$ cat config.mk
export PLATFORM = sky130hd
export DESIGN_NAME = m31_mul_pipe
export DESIGN_NICKNAME = d
export VERILOG_FILES = /design/src/rtl/m31_mul_pipe.sv
export SDC_FILE = /design/constraint.sdc
export NUM_CORES = 2
export LEC_CHECK = 0
export ABC_AREA = 1
export CAP_MARGIN = 15
export CORE_UTILIZATION = 25
export CTS_BUF_LIST = sky130_fd_sc_hd__clkbuf_4 sky130_fd_sc_hd__clkbuf_8
export DETAILED_ROUTE_END_ITERATION = 10
export HOLD_SLACK_MARGIN = 0.06
export SLEW_MARGIN = 20
export SYNTH_ARGS = -nofsm -noshare
export SYNTH_HDL_FRONTEND = slang
export SYNTH_SLANG_ARGS = --single-unit
$ cat constraint.sdc
create_clock -name clk -period 2.76 [get_ports clk]
set_clock_uncertainty 0.05 [all_clocks]
set_input_delay 0.552 -clock clk [delete_from_list [all_inputs] [get_ports clk]]
set_output_delay 0.552 -clock clk [all_outputs]
set_load 0.03 [all_outputs]
$ cat src/rtl/m31_mul_pipe.sv
// Streaming (a*b) mod (2^31-1): 62-bit product, two folds, final conditional subtract; canonical output.
// Latency 3 cycles, one result per cycle; a stalled output backs up through ready_k = !valid_k || ready_{k+1}.
module m31_mul_pipe #(
  parameter int TAG_WIDTH    = 4,
  parameter bit CANONICAL_IN = 1'b0
) (
  input  logic                 clk,
  input  logic                 rst_n,
  input  logic                 in_valid,
  output logic                 in_ready,
  input  logic [30:0]          in_a,
  input  logic [30:0]          in_b,
  input  logic [TAG_WIDTH-1:0] in_tag,
  output logic                 out_valid,
  input  logic                 out_ready,
  output logic [30:0]          out_data,
  output logic [TAG_WIDTH-1:0] out_tag
);

  localparam logic [31:0] P32 = 32'h7FFF_FFFF;
  localparam logic [30:0] P31 = 31'h7FFF_FFFF;

  logic                 s1_vld, s2_vld, s3_vld;
  logic                 s1_rdy, s2_rdy, s3_rdy;
  logic [61:0]          s1_dat;
  logic [31:0]          s2_dat;
  logic [30:0]          s3_dat;
  logic [TAG_WIDTH-1:0] s1_tag, s2_tag, s3_tag;

  logic [61:0] prod_c;
  logic [31:0] fold1_c;
  logic [31:0] fold2_c;
  logic [30:0] red_c;

  assign s3_rdy   = !s3_vld || out_ready;
  assign s2_rdy   = !s2_vld || s3_rdy;
  assign s1_rdy   = !s1_vld || s2_rdy;
  assign in_ready = s1_rdy;

  // 2^31 == 1 (mod p), so the high half folds onto the low half by addition.
  assign prod_c  = 62'(in_a) * 62'(in_b);
  assign fold1_c = {1'b0, s1_dat[30:0]} + {1'b0, s1_dat[61:31]};
  assign fold2_c = {1'b0, s2_dat[30:0]} + {31'b0, s2_dat[31]};
  assign red_c   = (fold2_c >= P32) ? 31'(fold2_c - P32) : fold2_c[30:0];

  always_ff @(posedge clk or negedge rst_n) begin
    if (!rst_n) begin
      s1_vld <= 1'b0;
      s1_dat <= '0;
      s1_tag <= '0;
    end else if (s1_rdy) begin
      s1_vld <= in_valid;
      if (in_valid) begin
        s1_dat <= prod_c;
        s1_tag <= in_tag;
      end
    end
  end

  always_ff @(posedge clk or negedge rst_n) begin
    if (!rst_n) begin
      s2_vld <= 1'b0;
      s2_dat <= '0;
      s2_tag <= '0;
    end else if (s2_rdy) begin
      s2_vld <= s1_vld;
      if (s1_vld) begin
        s2_dat <= fold1_c;
        s2_tag <= s1_tag;
      end
    end
  end

  // Output register is held while the consumer stalls, keeping data/tag stable.
  always_ff @(posedge clk or negedge rst_n) begin
    if (!rst_n) begin
      s3_vld <= 1'b0;
      s3_dat <= '0;
      s3_tag <= '0;
    end else if (s3_rdy) begin
      s3_vld <= s2_vld;
      if (s2_vld) begin
        s3_dat <= red_c;
        s3_tag <= s2_tag;
      end
    end
  end

  assign out_valid = s3_vld;
  assign out_data  = s3_dat;
  assign out_tag   = s3_tag;

  // Caller contract only; the datapath handles the value p either way.
  if (CANONICAL_IN) begin : g_canon_chk
    always_ff @(posedge clk) begin
      if (rst_n && in_valid && in_ready)
        assert (in_a != P31 && in_b != P31);
    end
  end

endmodule

==> results_dict.tcl <==
set metrics [dict create \
    violations "setup timing" \
    clock.fmax_mhz 152 \
    timing.final.ws_setup_ns -3.81 \
    pin_count 107 \
    seq_area_um2 3510 \
    rows 148 \
    finalSetupViolations 58 \
    detail-route-antenna-nets 0 \
    max_slew_margin_pct 66.2 \
    drtIter0Drc 2571 \
    synth_top_area_cell "fa_1" \
    syn_area_per_cell_um2 7.48 \
    drc 0 \
    syn_nets 6680 \
    gp_congestion 0.909 \
    grt_pass1_wl_um 228000 \
    ctsRootBufferMaster "clkbuf_8" \
    slew_violations 0 \
    cts_buffer_depth 2 \
    layout_min_cycle_time_ns 6.57 \
    synthTopCellsByArea "fa_1, nand2_1, inv_1" \
    cts.sinks 140 \
    layout-drive-gt1-share_pct 27.2 \
    period_share_pct 238 \
    first_pass_iters 6 \
    worst_hold_slack_ns 0.419 \
    cts-htree-levels 4 \
    io_buffers 106 \
    worst-setup-path-type "input port to register" \
    grt_usage_pct 17.8 \
    die_area_um2 166000 \
    stdcell_area_um2 57300 \
    wl_per_cell_um 17.4 \
    crit_family "adder cells" \
    worst_pin_slew_ns 0.503 \
    dpl_cell_area_um2 49900 \
    synthArstFlopShare_pct 100 \
    die_w_um 407 \
    synth_area_um2 41000 \
    cpMostUsedCell "fa_1" \
    synth_most_common_cell "nand2_1" \
    hold_class "register to register" \
    synth_flop_cell "dfrtp_1" \
    multiInputGateArea_um2 34900 \
    yosysSeqAreaShare_pct 8.55 \
    synth-seq-cells 140 \
    overflow 0 \
    coreArea_um2 163000 \
    syn_to_final_growth_pct 39.7 \
    synthCells 5483 \
    drt-total-wl_um 146000 \
    grt_pass1_vias 39900 \
    fillCellCount 16500 \
    synth_common_cells "nand2_1, inv_1, fa_1" \
    arrival_ns 6.91 \
    finalHoldViolations 0 \
    synth_top_area_share_pct 40.9 \
    vias_per_cell 4.47 \
    path_clk_slew_ns 0.09 \
    worstPathMaxFanout 8 \
    grt_max_degree 76 \
    startpoint_type "input port" \
    drv_cap 0 \
    die_h_um 407 \
    nets 7362 \
    critPathBufInv 10 \
    rsz0062_at_grt "true" \
    cts_buffers 17 \
    synth_edf_count 0 \
    critPathMaxStageDelay_ns 0.54 \
    vias 37400 \
    end_kind "register" \
    synth_cell_type_count 40 \
    synth-warning-count 0 \
    critical_path.slowest_cell "fa_1" \
    grt_antenna_before_repair 3 \
    crit_required_ns 3.11 \
    outcome "finished, violations left" \
    dp_hpwl_um 110000 \
    clk_latency_ns 0.50 \
    tritoncts "done" \
    floorplan.initialDensity_pct 25.2 \
]
sequential cells by signal, summed over array words and instances, names as in the netlist:
register	flops
s1_dat	62
s2_dat	32
out_data	31
out_tag	4
s1_tag	4
s2_tag	4
out_valid	1
s1_vld	1
s2_vld	1
worst paths after layout:
check,startpoint,to,slack [ns],depth (start not counted)
hold / removal,s2_tag[2],out_tag[2],0.42,2
max in group asynchronous,rst_n,s2_dat[30],1.33,4
setup reg to reg,s2_dat[31],out_data[27],0.12,18
min in group asynchronous,rst_n,out_data[23],0.49,2
setup / recovery,in_b[4],s1_dat[51],-3.81,30
hold reg to reg,s2_tag[2],out_tag[2],0.42,2
per-stage QoR:
stage | worst slack, ns | utilization [%] | std cells | TNS (ns)
global placement | -4.98 | 30.6 | 8063 | -250.07
global route | -3.96 | 35.2 | 8353 | -201.87
CTS | -3.74 | 34.1 | 8301 | -192.96
finish | -3.81 | 35.2 | 8355 | -194.15
floorplan | -3.66 | - | 5483 | -180.01
detailed placement | -5.00 | 30.6 | 8063 | -252.61
logic make-up (layout without fill, tap and decap cells):
group	count (synthesis)	after routing	share of synthesized area, %
other	0	2	0
buffers and inverters	1763	2458	16.2
xor gates and xnor gates	50	50	1.07
and+or+nand+nor	2058	2058	19.9
DFF	140	140	8.55
adders and majority gates	1127	1127	49.7
AOI/OAI and AO/OA	345	345	4.57
worst register-to-register path, cell delays in order, from the launching register on:
cell and delay (ns):
dfrtp_2 0.43, ha_4 0.16, ha_2 0.18, nand2_2 0.08, nor2_4 0.12, nand2_4 0.10, nor2_4 0.12, nand2_1 0.06
nand2_1 0.15, buf_4 0.14, nand2_1 0.06, nor2_1 0.21, nand3_4 0.13, nor2_4 0.16, nand2_2 0.09, nor2_1 0.11
nand2_1 0.06, nand3_1 0.07, nand2_1 0.05
cells in the final DEF (no fill, tap or decap), types with 11 or more instances in the layout:
master / n
nand2_1: 1405
inv_1: 1388
fa_1: 726
buf_4: 492
ha_1: 212
nor2_1: 160
inv_2: 152
dfrtp_1: 138
buf_6: 128
buf_12: 124
fa_2: 112
nand3_1: 103
nand2_2: 99
ha_4: 76
o21ai_0: 71
nor2_4: 63
nand2_4: 61
a21oi_1: 54
o21ai_1: 49
nor2_2: 49
clkdlybuf4s50_1: 43
a21oi_4: 35
buf_16: 35
o21ai_2: 26
nand3_2: 26
nand4_1: 25
a21oi_2: 23
buf_8: 23
a31oi_1: 22
xor2_1: 21
clkbuf_8: 17
nor3_1: 16
o21ai_4: 15
bufbuf_16: 12
xnor2_1: 11
timing repair:
| action | 4_1_cts | 5_1_grt |
|---|---|---|
| gates resized for setup | 1002 | 419 |
| hold buffers | 1 | 0 |
| setup endpoints to repair | 66 | 93 |
| cloned | 46 | 3 |
| pin swaps | 403 | 354 |
| hold endpoints to repair | 40 | 0 |
| setup buffers | 164 | 70 |
layer usage:
metal / global-route usage (%) / part of all wire [%]
met1: 23.8 / 43
met2: 29.8 / 47
met3: 2.42 / 6.8
met4: 5.26 / 3.4
met5: 0 / 0.018
cell type report:
type,instances,area share (%)
multi-input cells,3580,60.8
inverters,1549,10.2
flip-flops and latches,140,6.12
clock inverters,13,0.286
repair buffers,877,17.4
diodes,2,0.00874
well taps,2175,4.75
clock buffers,19,0.435
Power is not shown: default switching activity piles up to over one toggle a cycle in this logic, so the estimate is an artifact.
